$ cat config.mk
export PLATFORM = sky130hd
export DESIGN_NAME = embedding_token_streamer
export DESIGN_NICKNAME = d
export VERILOG_FILES = /design/src/rtl/embed_stream_pkg.sv /design/src/rtl/embed_snapshot_buf.sv /design/src/rtl/embedding_token_streamer.sv
export SDC_FILE = /design/constraint.sdc
export NUM_CORES = 2
export LEC_CHECK = 0
export BUFFER_PORTS_ARGS = -buffer_cell sky130_fd_sc_hd__buf_2
export CORE_AREA = 2 2 764 766
export DETAILED_ROUTE_END_ITERATION = 8
export DIE_AREA = 0 0 766 768
export GPL_TIMING_DRIVEN = 0
export PLACE_DENSITY_LB_ADDON = 0.3
export SETUP_SLACK_MARGIN = 0.02
export SYNTH_ARGS = -nofsm -noshare
export SYNTH_HDL_FRONTEND = slang
export SYNTH_SLANG_ARGS = --single-unit
$ cat constraint.sdc
create_clock -name clk -period 49 [get_ports clk]
set_clock_uncertainty 0.15 [all_clocks]
set_input_delay 2.45 -clock clk [delete_from_list [all_inputs] [get_ports clk]]
set_output_delay 2.45 -clock clk [all_outputs]
set_load 0.01 [all_outputs]
$ cat src/rtl/embed_stream_pkg.sv
// Shared types and constants for the embedding token streamer.
// Holds the FSM state type, default geometry, Q4.4 limits and the saturating adder
// used when the POS_EMBED_EN build option is enabled.
package embed_stream_pkg;

    typedef enum logic {
        StIdle,
        StStream
    } state_t;

    localparam int unsigned DEF_ROWS = 15;
    localparam int unsigned DEF_COLS = 16;
    localparam int unsigned DEF_DW   = 8;

    localparam logic [7:0] Q44_MIN = 8'h80;  // -8.0
    localparam logic [7:0] Q44_MAX = 8'h7F;  // +7.9375

    // Signed Q4.4 add at 9 bits, clamped back into the 8-bit range.
    function automatic logic [7:0] sat_add_q44(input logic [7:0] a, input logic [7:0] b);
        logic [8:0] sum;
        sum = {a[7], a} + {b[7], b};
        // Bits 8 and 7 disagree only when the true sum left the 8-bit range.
        if (sum[8] != sum[7]) begin
            return sum[8] ? Q44_MIN : Q44_MAX;
        end
        return sum[7:0];
    endfunction

endpackage

$ cat src/rtl/embed_snapshot_buf.sv
// Snapshot buffer: ROWS x COLS register array loaded in one cycle, with an
// asynchronous (combinational) row/col read port. Contents need no reset.
module embed_snapshot_buf
    import embed_stream_pkg::*;
#(
    parameter int unsigned ROWS = DEF_ROWS,
    parameter int unsigned COLS = DEF_COLS,
    parameter int unsigned DW   = DEF_DW
) (
    input  logic                                 clk,
    input  logic                                 cap_en,
    input  logic [0:ROWS-1][0:COLS-1][DW-1:0]    wr_mat,
    input  logic [$clog2(ROWS)-1:0]              rd_row,
    input  logic [$clog2(COLS)-1:0]              rd_col,
    output logic [DW-1:0]                        rd_data
);

    logic [0:ROWS-1][0:COLS-1][DW-1:0] mem;

    // Whole-matrix capture on the producer's done pulse.
    always_ff @(posedge clk) begin
        if (cap_en) begin
            mem <= wr_mat;
        end
    end

    assign rd_data = mem[rd_row][rd_col];

endmodule

$ cat src/rtl/embedding_token_streamer.sv
// Snapshots the embedding matrix on in_done and streams it row-major, one element
// per valid/ready beat. Build option POS_EMBED_EN adds a pos_emb input that is
// saturating-added to every element before the out_data register.
module embedding_token_streamer
    import embed_stream_pkg::*;
#(
    parameter int unsigned ROWS = DEF_ROWS,
    parameter int unsigned COLS = DEF_COLS,
    parameter int unsigned DW   = DEF_DW
) (
    input  logic                                 clk,
    input  logic                                 rst,
    input  logic [0:ROWS-1][0:COLS-1][DW-1:0]    in_mat,
    input  logic                                 in_done,
`ifdef POS_EMBED_EN
    input  logic [0:ROWS-1][0:COLS-1][DW-1:0]    pos_emb,
`endif
    output logic [DW-1:0]                        out_data,
    output logic                                 out_valid,
    input  logic                                 out_ready,
    output logic [$clog2(ROWS)-1:0]              out_row,
    output logic [$clog2(COLS)-1:0]              out_col,
    output logic                                 out_row_last,
    output logic                                 out_last,
    output logic                                 busy,
    output logic                                 drop_err
);

    localparam int unsigned RW = $clog2(ROWS);
    localparam int unsigned CW = $clog2(COLS);

    state_t          state_q;
    logic            hs;
    logic            capture;
    logic            valid_n;
    logic [RW-1:0]   row_n;
    logic [CW-1:0]   col_n;
    logic [DW-1:0]   rd_data;
    logic [DW-1:0]   elem;
    logic [DW-1:0]   data_n;

    embed_snapshot_buf #(
        .ROWS (ROWS),
        .COLS (COLS),
        .DW   (DW)
    ) u_buf (
        .clk     (clk),
        .cap_en  (capture),
        .wr_mat  (in_mat),
        .rd_row  (row_n),
        .rd_col  (col_n),
        .rd_data (rd_data)
    );

    // Next beat position: capture restarts at (0,0), a handshake advances row-major.
    always_comb begin
        hs      = out_valid && out_ready;
        // A new matrix is taken when idle, or exactly as the final beat is accepted.
        capture = in_done && ((state_q == StIdle) || (hs && out_last));
        row_n   = out_row;
        col_n   = out_col;
        valid_n = (state_q == StStream);
        if (capture) begin
            row_n   = '0;
            col_n   = '0;
            valid_n = 1'b1;
        end else if (hs) begin
            if (out_last) begin
                row_n   = '0;
                col_n   = '0;
                valid_n = 1'b0;
            end else if (out_col == CW'(COLS - 1)) begin
                row_n = out_row + RW'(1);
                col_n = '0;
            end else begin
                col_n = out_col + CW'(1);
            end
        end
    end

    // Element for the next beat; the buffer is not yet loaded in the capture cycle,
    // so (0,0) is taken straight from the input matrix.
    always_comb begin
        elem = capture ? in_mat[0][0] : rd_data;
`ifdef POS_EMBED_EN
        data_n = sat_add_q44(elem, pos_emb[row_n][col_n]);
`else
        data_n = elem;
`endif
    end

    // FSM, beat counters and registered stream outputs.
    always_ff @(posedge clk) begin
        if (rst) begin
            state_q      <= StIdle;
            out_row      <= '0;
            out_col      <= '0;
            out_data     <= '0;
            out_valid    <= 1'b0;
            out_row_last <= 1'b0;
            out_last     <= 1'b0;
            busy         <= 1'b0;
            drop_err     <= 1'b0;
        end else begin
            state_q      <= valid_n ? StStream : StIdle;
            out_row      <= row_n;
            out_col      <= col_n;
            out_data     <= data_n;
            out_valid    <= valid_n;
            busy         <= valid_n;
            out_row_last <= valid_n && (col_n == CW'(COLS - 1));
            out_last     <= valid_n && (row_n == RW'(ROWS - 1)) && (col_n == CW'(COLS - 1));
            if (in_done && (state_q == StStream) && !capture) begin
                drop_err <= 1'b1;
            end
        end
    end

endmodule

* Word-level counts from Yosys, hierarchy flattened *
Index checks and enable logic that the tools add are counted.

operators by class
  add/subtract/negate cells = 2
  $lt $le $gt $ge = 2
  equal/unequal tests = 3
  multiplexer cells = 19
  bitwise gates (word level) = 3
  reduce and logical (&&, ||, !) cells = 10

operators with widths
  operator             count
  $bmux 128 s4         1
  $mux 128             2
  $bmux 8 s4           1
  $mux 4               8
  $mux 8               3
  $eq 4x4->1 const B   3
  $ge 5x5->1 const B   2
  $not 4->5            2
  $add 4x1->4 const B  2
  $logic_and 1x1->1    8
  $mux 1               4
  $logic_not 1->1      1
  $logic_or 1x1->1     1
  $not 1->1            1

storage, ports and cells
  register bits = 1941
  input port bits = 1924
  output and inout bits = 21
  word-level logic and storage cells = 287

* Logic depth before layout (Yosys ltp) *
  word-level depth = 13
  mapped depth = 16
  depth with buffers taken out = 11

* Hierarchy *
From an unflattened synthesis, not the netlist that was laid out.

unflattened totals
  cells, all modules = 3698
  area total of the unflattened synthesis = 75378.5 um2

by module, submodules not included
  module                    times used  cells an instance  area each (um2)  sequential area each (um2)
  embed_snapshot_buf        1           3575               74363.8          57655.3
  embedding_token_streamer  1           123                1014.7           400.4

* Least setup slack after synthesis *
Ideal clock, no wire load.

  path kind = input to register
  start = in out_ready
  end = reg out_data[2]
  setup time = 0.176 ns
  data arrival time = 50.362 ns
  data required time = 48.674 ns
  slack = -1.688 ns
  cell stages on the path = 10
  buffers on the path = 2
  cell sequence = buf_2 a21boi_0 nand2b_1 buf_4 inv_1 nor2_1 a31o_2 a2111oi_1 a211oi_1 a211oi_1

on the way
  cells in the longest elaborated chain, start to end = 13
  elaborated cells between the ends (all ways) = 17
  classes of those cells = mux (11); bitwise (2); reduce/logical (4)

ends and longest elaborated chain
  item                                          RTL line                         text
  start: declaration                            embedding_token_streamer.sv:20   input logic out_ready,
  $logic_and 1x1->1 (*)                         embedding_token_streamer.sv:57   hs = out_valid && out_ready;
  $logic_and 1x1->1 (*)                         embedding_token_streamer.sv:59   capture = in_done && ((state_q == StIdle) || (hs && out_last));
  $logic_or 1x1->1 (*)                          embedding_token_streamer.sv:59
  $logic_and 1x1->1 (*)                         embedding_token_streamer.sv:59
  via capture                                   embedding_token_streamer.sv:34   logic capture;
  $mux 4                                        embedding_token_streamer.sv:63   if (capture) begin
  $not 4->5 (not written as such)               embed_snapshot_buf.sv:27         assign rd_data = mem[rd_row][rd_col];
  $bmux 128 s4                                  embed_snapshot_buf.sv:27
  $mux 128 (not written as such) (2 in series)  embed_snapshot_buf.sv:27
  $bmux 8 s4                                    embed_snapshot_buf.sv:27
  $mux 8 (not written as such) (2 in series)    embed_snapshot_buf.sv:27
  $mux 8 (*)                                    embedding_token_streamer.sv:84   elem = capture ? in_mat[0][0] : rd_data;
  end signal: assignment                        embedding_token_streamer.sv:108  out_data <= data_n;
  end: declaration                              embedding_token_streamer.sv:18   output logic [DW-1:0] out_data,

Mark *: on every way through the listed nets, which the timed path passes. The rest lies on a longest branch. The select of a mux whose other input is x is not followed.
A chain may end at the register's enable or synchronous reset.

* Final worst setup path *
  start = in out_ready
  end = reg out_data[5]

on the way
  cells in the longest elaborated chain, start to end = 13
  elaborated cells between the ends (all ways) = 17
  classes of those cells = mux (11); bitwise (2); reduce/logical (4)

ends and longest elaborated chain
  item                                          RTL line
  $logic_and 1x1->1 (*)                         embedding_token_streamer.sv:57
  $logic_and 1x1->1                             embedding_token_streamer.sv:59
  $logic_or 1x1->1                              embedding_token_streamer.sv:59
  $logic_and 1x1->1                             embedding_token_streamer.sv:59
  $mux 4                                        embedding_token_streamer.sv:63
  $not 4->5 (not written as such)               embed_snapshot_buf.sv:27
  $bmux 128 s4                                  embed_snapshot_buf.sv:27
  $mux 128 (not written as such) (2 in series)  embed_snapshot_buf.sv:27
  $bmux 8 s4                                    embed_snapshot_buf.sv:27
  $mux 8 (not written as such) (2 in series)    embed_snapshot_buf.sv:27
  $mux 8 (*)                                    embedding_token_streamer.sv:84

Every way passes the cells marked *; elsewhere a longest branch is shown, timed or not. The select of a mux whose other input is x is not followed.

==> results by group <==
Outcome
  – Result of the run: finished with violations
  – Violated checks: capacitance limit, slew limit

Timing
  – Final hold slack: 0.3113 ns
  – Ratio of final minimum period to clock period: approximately 18%
  – Unrepaired setup endpoints after global routing: false
  – Worst slew margin: -12.98%
  – Worst-margin pin slew: ~1.7 ns
  – Time the final worst path needs with I/O delays and setup: 8.731 ns
  – Max-slew violations: 55
  – Number of hold violations in the final report: 0
  – Count of final setup violators: 0
  – Achievable clock frequency: between 0.1 and 0.15 GHz

Place
  – IO Port Bufs: 1942
  – Placer congestion estimate: slightly below 0.9
  – Post-DP HPWL: between 600 and 700 mm
  – Post-detailed-placement cell area: between 90000 and 100000 µm²
  – Post-placement cell count: approximately 15000

Clocking
  – Number of H-tree levels: 5
  – Number of resized instances in the post-cts repair step: 0
  – Number of hold buffers added after CTS: 0
  – Clock latency of the later-clocked register in the worst-skew pair: slightly above 1 ns
  – Sinks on Clock Net: between 1500 and 2000
  – Number of clock buffers inserted by TritonCTS: about 270
  – Clock tree from TritonCTS: built
  – Setup bufs post-CTS: 0
  – Clock Path Buffers: 4
  – Clk pin slew, worst setup/hold paths: approximately 0.060 ns
  – CTS root buf: sky130_fd_sc_hd__clkbuf_16

Synthesis
  – Avg Cell Area, Syn: 15.25 µm²
  – Unique cell type count in the Yosys netlist: between 90 and 100
  – Post-synth ARST share: 0%
  – Most used flip-flop cell after synthesis: sky130_fd_sc_hd__edfxtp_1
  – Flops & latches, synth: 1940
  – Combined area of all synthesized cells: 75520 µm²
  – Synthesized instance count: ~5000
  – Top-area cell type share of the netlist area: between 70% and 80%
  – Sequential element share of the synthesized area: between 70% and 80%
  – Leading area contributor after synthesis: sky130_fd_sc_hd__edfxtp_1
  – Yosys Warn Count: 0
  – Biggest area contributors in the synthesized netlist: sky130_fd_sc_hd__edfxtp_1, sky130_fd_sc_hd__nand2_1, sky130_fd_sc_hd__o221ai_1
  – Number of enable flip-flop cells after synthesis: roughly 1900
  – Net Count, Synth: just under 7000

Routing
  – Routed WL per cell: 49.59 µm
  – Detail Route Antenna Nets: 0
  – DRC errors left: 0
  – DR iter-0 viols: between 9000 and 10000
  – Per-cell via count in the routed design: 4.194
  – Total via count in the routed design: 65800
  – Aggregate routed wire length: around 780 mm
  – Initial DRT Pass Iterations: 5

Cells and area
  – Share of the core filled with cells: 18.62%
  – Seq. cell area: 58060 µm²
  – Design Area, Final: around 110000 µm²
  – Number of fill cells: around 64000
  – Fraction of layout cells with a size suffix above 1: between 30% and 40%
  – Post-Layout Cell Count: 15690
  – # nets final: about 9000
  – Total area of multi-input combinational cells: 15900 µm²
  – Area added between synthesis and finish: 42.94%

Floorplan
  – Die boundary height: between 700 and 800 µm
  – Num ports: roughly 1900
  – Horiz. Die Dim: approximately 770 µm
  – Row Count: 280
  – Total core area: 579800 µm²
  – Area of the die: approximately 590000 µm²
  – Initial Util: between 10% and 20%

Worst setup path
  – Worst endpoint data arrival time: 9.40 ns
  – Endpoint required time on the critical path: about 50 ns
  – Worst R2R Setup Slack: ~41 ns
  – Depth of the worst register-to-register path: 14
  – Worst-path maximum fanout: 10
  – Startpoint Class: primary input
  – Start point of the critical path: out_ready
  – Critical Path Sink: out_data[5]$_SDFF_PP0_
  – Crit Reg-Reg Startpoint: out_col[1]$_SDFF_PP0_
  – Crit Path Category: in2reg
  – Category of the worst setup path capture point: register
  – Capture instance of the worst register-to-register path: out_data[5]$_SDFF_PP0_

Global routing
  – Total routing usage reported by global routing: 25.37%
  – Met1 track utilization from global routing: around 30%
  – First-pass GRT wire length: between 900 and 1000 mm
  – Grt met2 use: between 40% and 50%
  – Global-route congestion overflow total: 0
  – Maximum number of pins on one net before global-route repair: 44
  – Met3 capacity usage during global routing: 9.180%
  – Via count of the first global-routing pass: 60440
  – Initial antenna violation count: about 770
  – Most used routing layer in global routing: met2

Power
  – Worst vdd ir: 25.87 µV
  – P per Cell Area: 39.60 nW/µm²
  – Leakage power figure: around 38 nW
  – Power consumption: approximately 4.3 mW

Job
  – Max-capacitance violation count: 11

Min path
  – Path category of the worst min-delay check: reg2reg
## worst max-delay path, cell delays in order
cell	delay (ns)
sky130_fd_sc_hd__buf_2	0.21
sky130_fd_sc_hd__nand2_4	0.15
sky130_fd_sc_hd__o21ai_1	0.38
sky130_fd_sc_hd__a21o_1	0.18
sky130_fd_sc_hd__buf_4	0.30
sky130_fd_sc_hd__buf_2	0.56
sky130_fd_sc_hd__buf_2	0.83
sky130_fd_sc_hd__buf_2	1.02
sky130_fd_sc_hd__buf_1	0.64
sky130_fd_sc_hd__a31oi_1	0.16
sky130_fd_sc_hd__nor3_1	0.93
sky130_fd_sc_hd__o32ai_1	0.47
sky130_fd_sc_hd__nor3_1	0.87
sky130_fd_sc_hd__a221oi_2	0.10
## layer usage
metal / routed length (µm) / share of wire (%)
met1: 303300 / 39
met2: 354400 / 46
met3: 80630 / 10
met4: 37180 / 4.8
met5: 2429 / 0.31
## synthesized netlist by cell type (5+ instances only)
cell type,instances
sky130_fd_sc_hd__nor3_1,161
sky130_fd_sc_hd__a221oi_1,8
sky130_fd_sc_hd__mux2_2,7
sky130_fd_sc_hd__buf_1,17
sky130_fd_sc_hd__o21ai_0,143
sky130_fd_sc_hd__o21a_1,6
sky130_fd_sc_hd__a211oi_1,34
sky130_fd_sc_hd__o21bai_1,5
sky130_fd_sc_hd__mux2i_1,115
sky130_fd_sc_hd__nor4_1,27
sky130_fd_sc_hd__nor2_1,145
sky130_fd_sc_hd__buf_6,17
sky130_fd_sc_hd__o22ai_1,51
sky130_fd_sc_hd__inv_1,7
sky130_fd_sc_hd__o311ai_0,22
sky130_fd_sc_hd__edfxtp_1,1920
sky130_fd_sc_hd__clkbuf_1,79
sky130_fd_sc_hd__o221ai_1,214
sky130_fd_sc_hd__buf_2,203
sky130_fd_sc_hd__o31ai_1,25
sky130_fd_sc_hd__nand2_1,792
sky130_fd_sc_hd__a22oi_1,12
sky130_fd_sc_hd__a31oi_1,242
sky130_fd_sc_hd__a32oi_1,9
sky130_fd_sc_hd__nand3_1,74
sky130_fd_sc_hd__a311oi_1,13
sky130_fd_sc_hd__dfxtp_1,20
sky130_fd_sc_hd__and3_1,14
sky130_fd_sc_hd__a2111oi_0,71
sky130_fd_sc_hd__buf_4,49
sky130_fd_sc_hd__or3_1,71
sky130_fd_sc_hd__a21oi_1,159
sky130_fd_sc_hd__a211o_1,12
sky130_fd_sc_hd__o2111ai_1,6
sky130_fd_sc_hd__o32ai_1,27
sky130_fd_sc_hd__o211ai_1,55
sky130_fd_sc_hd__a221o_1,8
## area by class of cell
| cell class | instances | area share, % |
|---|---|---|
| Tap cell | 7755 | 8.989 |
| Antenna cell | 406 | 0.9412 |
| Multi-Input combinational cell | 2639 | 14.73 |
| Clock inverter | 160 | 1.722 |
| Inverter | 8 | 0.03130 |
| Buffer | 366 | 1.895 |
| Clock buffer | 312 | 6.345 |
| Timing Repair Buffer | 2101 | 11.56 |
| Sequential cell | 1940 | 53.78 |
## state kept, by name, summed over array words and instances, names as in the netlist
name,count
u_buf.mem,1920
out_data,8
out_col,4
out_row,4
busy,1
drop_err,1
out_last,1
out_row_last,1
## power breakdown
part	internal, mW	switching, mW
Combinational	0.0917	0.174
Sequential	1.94	0.0383
Clock	1.13	0.904
Total	3.16	1.12
## layout by cell type, fill, tap and decap left out, types with 50 or more instances in the layout
cell                           n
sky130_fd_sc_hd__buf_4        70
sky130_fd_sc_hd__a31oi_1     238
sky130_fd_sc_hd__edfxtp_1   1920
sky130_fd_sc_hd__clkbuf_2     50
sky130_fd_sc_hd__o221ai_1    213
sky130_fd_sc_hd__clkbuf_16   266
sky130_fd_sc_hd__nor3_1      153
sky130_fd_sc_hd__nor2_1      131
sky130_fd_sc_hd__o21ai_0     137
sky130_fd_sc_hd__nand2_1     788
sky130_fd_sc_hd__a2111oi_0    51
sky130_fd_sc_hd__o22ai_1      50
sky130_fd_sc_hd__mux2i_1     112
sky130_fd_sc_hd__a21oi_1     156
sky130_fd_sc_hd__clkbuf_1     71
sky130_fd_sc_hd__buf_2      2158
sky130_fd_sc_hd__o211ai_1     55
sky130_fd_sc_hd__diode_2     406
sky130_fd_sc_hd__buf_12       93
sky130_fd_sc_hd__nand3_1      74
sky130_fd_sc_hd__or3_1        71
## metrics by stage
step | setup slack, ns | TNS, ns
global placement | -25.66 | -5554.77
global route | 40.13 | 0
CTS | 40.04 | 0
finish | 40.27 | 0
floorplan | 15.41 | 0
detailed placement | 39.01 | 0
## how the worst min path moves through the flow
stage,start,end,slack (ns),depth (start not counted)
floorplan,drop_err$_SDFFE_PP0P_,drop_err$_SDFFE_PP0P_,0.35,2
global placement,drop_err$_SDFFE_PP0P_,drop_err$_SDFFE_PP0P_,0.31,2
detailed placement,drop_err$_SDFFE_PP0P_,drop_err$_SDFFE_PP0P_,0.30,2
CTS,drop_err$_SDFFE_PP0P_,drop_err$_SDFFE_PP0P_,0.32,2
global route,drop_err$_SDFFE_PP0P_,drop_err$_SDFFE_PP0P_,0.37,2
finish,drop_err$_SDFFE_PP0P_,drop_err$_SDFFE_PP0P_,0.31,2
## kinds of logic after synthesis
group	after synthesis	synth area share (%)
flip-flops	1940	76.88
AND/OR/NAND/NOR	1320	7.530
AO/OA/AOI/OAI	1187	11.14
buffers and inverters	374	2.623
multiplexers	128	1.768
XOR/XNOR	2	0.02320
adder cells (fa/ha/maj)	2	0.03313
Note: power is estimated with default switching activity, not from simulation.
